### src/rtl/multicycle_ctrl.sv
// rtl/multicycle_ctrl.sv - control sequencer for the 32-bit multicycle datapath
// Moore state decode plus mem_ready/zero-qualified strobes, retire counter.
module multicycle_ctrl (
    input  logic        clk,
    input  logic        rst_n,
    input  logic [5:0]  opcode,
    input  logic        zero,
    input  logic        mem_ready,
    output logic        pc_write,
    output logic        ir_write,
    output logic        reg_write,
    output logic        mem_read,
    output logic        mem_write,
    output logic        i_or_d,
    output logic        alu_src_a,
    output logic        reg_dst,
    output logic        mem_to_reg,
    output logic [1:0]  alu_src_b,
    output logic [1:0]  pc_src,
    output logic [1:0]  alu_op,
    output logic        illegal_op,
    output logic        retired,
    output logic [31:0] instr_count,
    output logic [3:0]  state_o
);

    localparam logic [5:0] OP_RTYPE = 6'h00;
    localparam logic [5:0] OP_LW    = 6'h23;
    localparam logic [5:0] OP_SW    = 6'h2B;
    localparam logic [5:0] OP_BEQ   = 6'h04;
    localparam logic [5:0] OP_J     = 6'h02;
    localparam logic [5:0] OP_ADDI  = 6'h08;

    typedef enum logic [3:0] {
        S_FETCH    = 4'd0,
        S_DECODE   = 4'd1,
        S_MEM_ADDR = 4'd2,
        S_MEM_RD   = 4'd3,
        S_MEM_WB   = 4'd4,
        S_MEM_WR   = 4'd5,
        S_EXEC     = 4'd6,
        S_ALU_WB   = 4'd7,
        S_BRANCH   = 4'd8,
        S_JUMP     = 4'd9,
        S_IMM_EXEC = 4'd10,
        S_IMM_WB   = 4'd11
    } state_t;

    state_t      state_q;
    state_t      state_d;
    logic [31:0] instr_count_q;

    always_comb begin
        state_d = S_FETCH;
        case (state_q)
            S_FETCH:    state_d = mem_ready ? S_DECODE : S_FETCH;
            S_DECODE: begin
                case (opcode)
                    OP_LW, OP_SW: state_d = S_MEM_ADDR;
                    OP_RTYPE:     state_d = S_EXEC;
                    OP_BEQ:       state_d = S_BRANCH;
                    OP_J:         state_d = S_JUMP;
                    OP_ADDI:      state_d = S_IMM_EXEC;
                    default:      state_d = S_FETCH;
                endcase
            end
            S_MEM_ADDR: state_d = (opcode == OP_SW) ? S_MEM_WR : S_MEM_RD;
            S_MEM_RD:   state_d = mem_ready ? S_MEM_WB : S_MEM_RD;
            S_MEM_WR:   state_d = mem_ready ? S_FETCH : S_MEM_WR;
            S_EXEC:     state_d = S_ALU_WB;
            S_IMM_EXEC: state_d = S_IMM_WB;
            default:    state_d = S_FETCH;
        endcase
    end

    always_comb begin
        pc_write   = 1'b0;
        ir_write   = 1'b0;
        reg_write  = 1'b0;
        mem_read   = 1'b0;
        mem_write  = 1'b0;
        i_or_d     = 1'b0;
        alu_src_a  = 1'b0;
        reg_dst    = 1'b0;
        mem_to_reg = 1'b0;
        alu_src_b  = 2'b00;
        pc_src     = 2'b00;
        alu_op     = 2'b00;
        illegal_op = 1'b0;
        retired    = 1'b0;
        case (state_q)
            S_FETCH: begin
                mem_read  = 1'b1;
                alu_src_b = 2'b01;
                ir_write  = mem_ready;
                pc_write  = mem_ready;
            end
            S_DECODE: begin
                alu_src_b = 2'b10;
                case (opcode)
                    OP_LW, OP_SW, OP_RTYPE, OP_BEQ, OP_J, OP_ADDI: illegal_op = 1'b0;
                    default:                                       illegal_op = 1'b1;
                endcase
            end
            S_MEM_ADDR, S_IMM_EXEC: begin
                alu_src_a = 1'b1;
                alu_src_b = 2'b10;
            end
            S_MEM_RD: begin
                mem_read = 1'b1;
                i_or_d   = 1'b1;
            end
            S_MEM_WB: begin
                reg_write  = 1'b1;
                mem_to_reg = 1'b1;
                retired    = 1'b1;
            end
            S_MEM_WR: begin
                mem_write = 1'b1;
                i_or_d    = 1'b1;
                retired   = mem_ready;
            end
            S_EXEC: begin
                alu_src_a = 1'b1;
                alu_op    = 2'b10;
            end
            S_ALU_WB: begin
                reg_write = 1'b1;
                reg_dst   = 1'b1;
                retired   = 1'b1;
            end
            S_BRANCH: begin
                alu_src_a = 1'b1;
                alu_op    = 2'b01;
                pc_src    = 2'b01;
                pc_write  = zero;
                retired   = 1'b1;
            end
            S_JUMP: begin
                pc_src   = 2'b10;
                pc_write = 1'b1;
                retired  = 1'b1;
            end
            S_IMM_WB: begin
                reg_write = 1'b1;
                retired   = 1'b1;
            end
            default: begin
                pc_write = 1'b0;
            end
        endcase
        // Strobes must not leak out while the reset is held, even though FETCH drives mem_read.
        if (!rst_n) begin
            pc_write   = 1'b0;
            ir_write   = 1'b0;
            reg_write  = 1'b0;
            mem_read   = 1'b0;
            mem_write  = 1'b0;
            illegal_op = 1'b0;
            retired    = 1'b0;
        end
    end

    always_ff @(posedge clk or negedge rst_n) begin
        if (!rst_n) begin
            state_q       <= S_FETCH;
            instr_count_q <= 32'd0;
        end else begin
            state_q <= state_d;
            if (retired) begin
                instr_count_q <= instr_count_q + 32'd1;
            end
        end
    end

    assign instr_count = instr_count_q;
    assign state_o     = state_q;

endmodule

### config.mk
export PLATFORM = sky130hd
export DESIGN_NAME = multicycle_ctrl
export DESIGN_NICKNAME = d
export VERILOG_FILES = /design/src/rtl/multicycle_ctrl.sv
export SDC_FILE = /design/constraint.sdc
export NUM_CORES = 1
export LEC_CHECK = 0
export ABC_AREA = 1
export BUFFER_PORTS_ARGS = -buffer_cell sky130_fd_sc_hd__buf_2
export CAP_MARGIN = 20
export CORE_MARGIN = 8
export CORE_UTILIZATION = 48
export DETAILED_ROUTE_END_ITERATION = 7
export PLACE_DENSITY = 0.76
export SKIP_LAST_GASP = 1
export SLEW_MARGIN = 20
export SYNTH_ARGS = -nofsm -noshare
export SYNTH_HDL_FRONTEND = slang
export SYNTH_SLANG_ARGS = --single-unit
export TNS_END_PERCENT = 50
### constraint.sdc
create_clock -name clk -period 1.59 [get_ports clk]
set_clock_uncertainty 0.2 [all_clocks]
set_input_delay 0.159 -clock clk [delete_from_list [all_inputs] [get_ports clk]]
set_output_delay 0.159 -clock clk [all_outputs]
set_load 0.01 [all_outputs]
==> results summary, run 1 <==
The run finished, with violations left. The final reports fail on setup timing. The depth of the most critical reg-to-reg path is 11. Summing all placed instances gives a cell area of 3322 um^2. The mean number of vias per cell is 5.255. The count of nets left with antenna violations once routing finished came out at 0. The effective utilization at floorplan is 49.56%. The final non-filler cell area is 3800 um^2. After synthesis the netlist holds a flip-flop and latch count of 36. The sequential-to-total area share from yosys stat is 35.59%.

The data required time at the worst endpoint came out at 1230 ps. The floorplan die area is 7853 um^2. The clock latency at the later pin of the worst-skew pair came out at 290 ps. The number of buffers added by the clock tree synthesis step is 5. CTS placed an instance of clkbuf_8 at the clock tree root. The number of rows in the core area came out at 26. Sorting the synthesized cells by area gives the leading types as dfrtp_1 (36%), nand2_1 (27%), nor2_1 (12%), inv_1 (6.5%), nand3_1 (3.8%). In this run, distinct cell masters in the synthesized netlist total 22. After the first detailed-routing iteration, the DRC count stood at 306.

The worst setup path is launched from a flop. The remaining global-route overflow is 0. The flip-flop and latch area is 907.1 um^2. At the end of routability-driven placement, the weighted congestion stood at 0.8908. The H-tree was split into 2 levels. Traced cell by cell, the critical path runs through inv_4, nand2_2, buf_6, nor2_4, a21oi_2, a21oi_2, buf_2. After the flow finishes, the layout carries non-filler instances totaling 624. The most critical setup path has its startpoint at state_o[2]. The power per cell area came out at 997.8 nW/um^2. The count of warnings emitted by yosys came out at 0. The number of max-slew violations in the final report is 0.

The slew at the pin closest to its max-slew limit is 425.0 ps. The maximum vdd ir drop came out at 839.4 uV. For this design the static power due to leakage is 1.957 nW. A synthesized cell averages 6.027 um^2. The number of antenna violations at the first check in global routing came out at 0.

The number of enable-type register cells in the synthesized netlist came out at 0. The clock passes through at most 2 buffers. The final worst hold slack came out at 12.04 ps. The height of the die is 88.62 um. For this block, the via count after detailed routing is 3279. The kind of cell adding the most delay to the critical path is flip-flops. The number of optimization iterations in the first detailed-route pass is 7. After layout, the worst setup slack is -357.3 ps. The ratio of final minimum period to clock period is 122.5%. The net count of the mapped netlist came out at 431. The wire length per cell after detailed routing is 14.72 um. The antenna diode count is 0.

Based on the critical path, the design can be clocked at up to 513.5 MHz. In this run the number of cells on the critical path is 7. The longest individual stage delay on the worst path came out at 480 ps.

The final number of setup-violating endpoints came out at 52. Global routing consumed, over all layers together, 22.39% of the routing resources. The most used flip-flop cell after synthesis is dfrtp_1. The DRC violations left is 0. In this run the tightest slew margin relative to its limit is 71.67%. The core region is 5107 um^2. The slack of the worst reg-to-reg path is -240 ps.

The clock drives 36 sinks. Ranked by instance count, the synthesized netlist is headed by nand2_1 (182), nor2_1 (82), inv_1 (44). The number of hold-slack violations in the final timing report is 0. From synthesis to final layout, the design area changed by 50.12%. The proportion of netlist area held by the largest area contributor is 35.59%.

The width of the chip came out at 88.62 um. The HPWL after detailed placement is 6019 um. After detailed routing, the total wire length is 9183 um. Across the run, the number of max-cap violations was 0. The pin count of the biggest net entering global routing came out at 33.

The clock transition at the registers of the reported paths is 70 ps. For this run, asynchronously set or reset flops after synthesis account for 100.0%. The peak fanout along the critical path came out at 4. The number of buffers added on ports came out at 62. The number of placed instances, taps included came out at 598. The startpoint of the lowest-slack register-to-register path is state_o[2]. The worst slack at placement came out at -189.8 ps.

The design draws 0.003792 W. The number of global-route vias before repair is 3104. In the final layout, the share of cells above drive strength 1 is 34.30%. Together, buffers and inverters on the worst path number 3. The biggest area contributor in the post-synthesis netlist is dfrtp_1. Counting stages on the worst path, the most repeated cell is a21oi_2. The largest individual stage delay along the critical path comes from the cell dfrtp_2. The data arrival time of the critical path is 1590 ps. At the end of the flow, the number of nets in the layout was 564.

The kind of end point of the critical path is a primary output. The top-level I/O count came out at 63. The number of standard cells after synthesis came out at 420. Yosys instantiated no cell more often than nand2_1.

In this run the worst hold path is classified as in2reg. The first-pass GRT wire length is 13770 um. The multi-input gate area in the final layout is 1575 um^2. The endpoint identified for the worst register-to-register timing path is instr_count[19]. The post-route minimum period is 1947 ps. TritonCTS built the clock tree. In this run the worst setup path terminates at pc_write. The synthesized netlist occupies a cell area of 2531 um^2. Setup repair after global routing could not meet its margin everywhere.

The critical path in this run is classified as reg2out. Counting the fill cells in the layout gives 384.
[per-layer routing]
| metal | vias up | track usage, % | share of wire (%) |
|---|---|---|---|
| met1 | 1522 | 25.50 | 41 |
| li1 | 1556 | - | - |
| met3 | 27 | 3.993 | 7.3 |
| met5 | - | 0 | 0 |
| met4 | 0 | 8.449 | 2.6 |
| met2 | 174 | 40.39 | 49 |
[cell usage in the layout, fill, tap and decap left out, types with 3 or more instances in the layout]
cell,instances
buf_12,3
buf_2,59
buf_4,58
buf_6,6
clkbuf_8,6
dfrtp_1,31
dfrtp_2,5
inv_1,33
inv_2,9
inv_4,3
nand2_1,170
nand2_2,12
nand3_1,18
nand3b_1,7
nor2_1,68
nor2_2,5
nor2_4,9
nor3_2,3
o21ai_0,11
o21ai_1,5
xor2_1,8
[through the flow]
step / setup TNS, ps / util, %
5_1_grt: -12050 / 74.40
2_1_floorplan: -63.71 / -
3_5_place_dp: -2176 / 65.04
4_1_cts: -5440 / 72.54
3_3_place_gp: -511.2 / 65.04
6_report: -9231 / 74.40
[worst min path at each step]
stage                      to  startpoint  cells past startpoint  slack [ps]
2_1_floorplan  instr_count[0]       rst_n                      0        -340
3_3_place_gp       state_o[1]       rst_n                      1        -170
3_5_place_dp       state_o[1]       rst_n                      1        -180
4_1_cts            state_o[1]   opcode[2]                      4          20
5_1_grt            state_o[1]   opcode[2]                      4          10
6_report           state_o[1]   opcode[2]                      4          10
[state kept, by name (all words and copies together), names as in the netlist]
| signal | count |
|---|---|
| instr_count | 32 |
| state_o | 4 |
[tightest hold or removal path, stage by stage]
cell and delay, ps:
buf_2 120, o22ai_1 90, nand2_1 60, nand2_1 40
[timing repair]
item / in CTS / in global routing
hold endpoints to repair: 37 / 0
pin swaps: 10 / 4
setup buffers: 7 / 8
gates resized for setup: 59 / 18
hold buffers: 2 / 0
setup endpoints to repair: 49 / 51
gates cloned: 2 / 0
[logic make-up (layout without fill, tap and decap cells)]
family,after synthesis,after routing,synth area share [%]
AOI/OAI and AO/OA,22,22,4.548
DFF,36,36,35.59
buffers and inverters,51,185,8.551
and+or+nand+nor,300,300,47.36
xor gates and xnor gates,10,10,3.460
adders and majority gates,1,1,0.4942
[power breakdown]
group          total [W]  internal (W)  switching, W
combinational    0.00184      0.000851      0.000992
clock           0.000694      0.000354      0.000340
sequential       0.00125       0.00106      0.000192
[cell type report]
type | count | area share, %
inverter | 45 | 4.643
clock buffer | 8 | 2.371
timing repair buffer | 132 | 25.35
tap | 70 | 2.305
multi-input combinational | 333 | 41.46
sequential | 36 | 23.87
Power figures use the tool's default switching activity.
==> run 2, diff against run 1 <==
--- a/config.mk
+++ b/config.mk
@@ -8,6 +8,7 @@
 export ABC_AREA = 1
 export BUFFER_PORTS_ARGS = -buffer_cell sky130_fd_sc_hd__buf_2
 export CAP_MARGIN = 20
+export CORE_ASPECT_RATIO = 0.6
 export CORE_MARGIN = 8
 export CORE_UTILIZATION = 48
 export DETAILED_ROUTE_END_ITERATION = 7
@@ -17,4 +18,3 @@
 export SYNTH_ARGS = -nofsm -noshare
 export SYNTH_HDL_FRONTEND = slang
 export SYNTH_SLANG_ARGS = --single-unit
-export TNS_END_PERCENT = 50
==> results summary, run 2 (synthesized netlist as in run 1, its figures left out) <==
The run finished, with violations left. The checks that failed: setup timing. The post-route minimum period came out at 2080 ps (+132.5 ps).

CTS placed an instance of clkbuf_8 at the clock tree root. The placeable core region was 5080 um^2 (-0.54%). The worst hold path begins at opcode[0]. The final non-filler cell area came to 4342 um^2 (+14%). The final worst hold slack came to 72.88 ps (+60.84 ps). The total of max-cap violations came out at 0 (unchanged). The total wirelength of the detailed-routed design came to 13350 um (+45%). The floorplan die area is 7929 um^2 (+0.98%).

The number of sinks handled by clock tree synthesis is 36 (unchanged). The share of post-route cells with drive strength above 1 came to 47.65% (+13 points). The clock latency at the later pin of the worst-skew pair was 310 ps (+20 ps). The remaining global-route overflow came out at 0 (unchanged). The H-tree depth reported by CTS is 2 (unchanged).

The post-place instance area is 3354 um^2 (+0.98%). The slew at the pin closest to its max-slew limit was 461.8 ps (+36.83 ps). The vias after detailed routing is 3944 (+20%). The effective utilization at floorplan came out at 49.83% (+0.27 points).

The total track usage came to 26.40% (+4.0 points). TritonCTS built the clock tree. The number of global-route vias before repair was 3343 (+7.7%). The class of the most critical hold timing path is in2reg. The post-layout net count came out at 585 (+3.7%).

The maximum vdd ir drop was 944.6 uV (+13%). The number of buffers added by the clock tree synthesis step came out at 5 (unchanged). The depth of the most critical reg-to-reg path is 9 (-2).

The number of optimization iterations in the first detailed-route pass is 7 (unchanged). The slack of the worst reg-to-reg path came to -490 ps (-250 ps). Setup repair after global routing could not meet its margin everywhere. The number of routed nets with antenna violations is 0 (unchanged). The height of the die was 72.25 um (-18%). The number of flip-flops in the largest register came out at 32 (unchanged). The violation count after the first detailed-routing iteration is 602 (+97%). The power per cell area came out at 997.5 nW/um^2 (about the same).

The leakage dissipation came out at 2.310 nW (+18%). The worst relative slew slack came out at 69.10% (-2.6 points). The kind of end point of the critical path is a flop. The peak fanout along the critical path came out at 3 (-1).

In the layout the commonest cells are nand2_1 (129), buf_4 (59), buf_2 (56), nor2_1 (55), nand2_2 (40). The final setup slack of the worst path came out at -489.8 ps (-132.5 ps). The clock transition at the registers of the reported paths is 80 ps (about the same). The number of buffers added on ports came out at 62 (unchanged).

The startpoint of the lowest-slack register-to-register path is instr_count[10]. The worst-case clock buffer depth came out at 2 (unchanged). The pin count of the biggest net entering global routing came out at 19 (-42%). The library cell used most frequently in the layout, excluding fill and tap cells, is nand2_1. The number of cells on the worst hold path is 6 (+2). The data required time at the worst endpoint is 1600 ps (+370 ps). The width of the chip was 109.8 um (+24%). The antenna diode count is 0 (unchanged). The data arrival time of the critical path is 2090 ps (+500 ps). The wire length per cell after detailed routing came out at 20.83 um (+42%).

From synthesis to final layout, the design area changed by 71.53%. The routability congestion estimate from global placement was 0.9403 (+5.6%). The placed wire-length estimate after detailed placement came to 6406 um (+6.4%). The layout filler cell count is 265 (-31%). The number of antenna violations at the first check in global routing is 0 (unchanged). The nature of the critical path startpoint is a flop. The DRC violations left came to 0 (unchanged). The end point of the worst hold path is state_o[1].

The endpoint identified for the worst register-to-register timing path is instr_count[29]. The first-pass GRT wire length came out at 16380 um (+19%). The mean number of vias per cell is 6.153 (+17%).

The number of max-slew violations in the final report was 0 (unchanged). The number of hold-slack violations in the final timing report came out at 0 (unchanged). The type of the worst setup path is reg2reg. The ratio of final minimum period to clock period came out at 130.8% (+8.3 points). The number of rows in the core area came to 20 (-23%).

The final number of setup-violating endpoints is 53 (+1.9%). The top-level I/O count is 63 (unchanged). The overall power of the completed layout is 0.004331 W (+14%).

The maximum frequency from static timing analysis came out at 480.8 MHz (-6.4%).
## run 2: per-layer routing
| layer | global-route usage [%] | wire length, um | share of wire [%] |
|---|---|---|---|
| met1 | 35.17 | 4750 | 36 |
| met4 | 12.65 | 909 | 6.8 |
| met3 | 5.482 | 1963 | 15 |
| met5 | 0 | 0 | 0 |
| met2 | 39.88 | 5728 | 43 |
## run 2: timing repair
item | in CTS | in global routing
setup buffers | 13 | 15
cloned | 1 | 3
resized for setup | 63 | 122
setup endpoints to repair | 52 | 53
hold buffers | 3 | 0
pin swaps | 11 | 37
endpoints found under the hold margin | 38 | 0
## run 2: critical path: stages, from the launching register on
cell and delay, ps:
dfrtp_1 400, nand2_1 160, nor2_1 400, nand2_1 160, nor2_1 280, nand2_1 100, nand2_1 70, nand2_1 90
nand2_4 80, nand2_2 40
## run 2: through the flow
| step | utilization [%] | setup slack, ps | std cells | TNS [ps] |
|---|---|---|---|---|
| 4_1_cts | 74.88 | -272.9 | 624 | -8240 |
| 5_1_grt | 85.47 | -600.7 | 641 | -17660 |
| 3_5_place_dp | 66.03 | -165.3 | 599 | -3800 |
| 3_3_place_gp | 66.03 | -120.4 | 599 | -2669 |
| 2_1_floorplan | - | -28.54 | 420 | -63.71 |
| 6_report | 85.47 | -489.8 | 641 | -16110 |
## run 2: where the power goes
| group | switching, W | total [W] | internal (W) |
|---|---|---|---|
| clock | 0.000377 | 0.000774 | 0.000396 |
| sequential | 0.000180 | 0.00124 | 0.00106 |
| combinational | 0.00122 | 0.00232 | 0.00110 |
| total | 0.00178 | 0.00433 | 0.00255 |
## run 2: layout make-up
| cell class | instances | area, um^2 | share of cell area, % |
|---|---|---|---|
| clock buffers | 8 | 100.1 | 2.305 |
| inverters | 45 | 176.4 | 4.063 |
| multi-input cells | 333 | 1827 | 42.07 |
| flip-flops and latches | 36 | 908.4 | 20.92 |
| well taps | 66 | 82.58 | 1.902 |
| repair buffers | 153 | 1247 | 28.73 |
## run 2: worst max path at each step
stage / from / end / slack, ps / depth (start not counted)
floorplan: instr_count[1] / instr_count[20] / -30 / 8
global placement: state_o[1] / instr_count[15] / -120 / 9
detailed placement: state_o[2] / pc_write / -170 / 7
CTS: state_o[2] / pc_write / -270 / 7
global route: instr_count[10] / instr_count[29] / -600 / 9
finish: instr_count[10] / instr_count[29] / -490 / 9
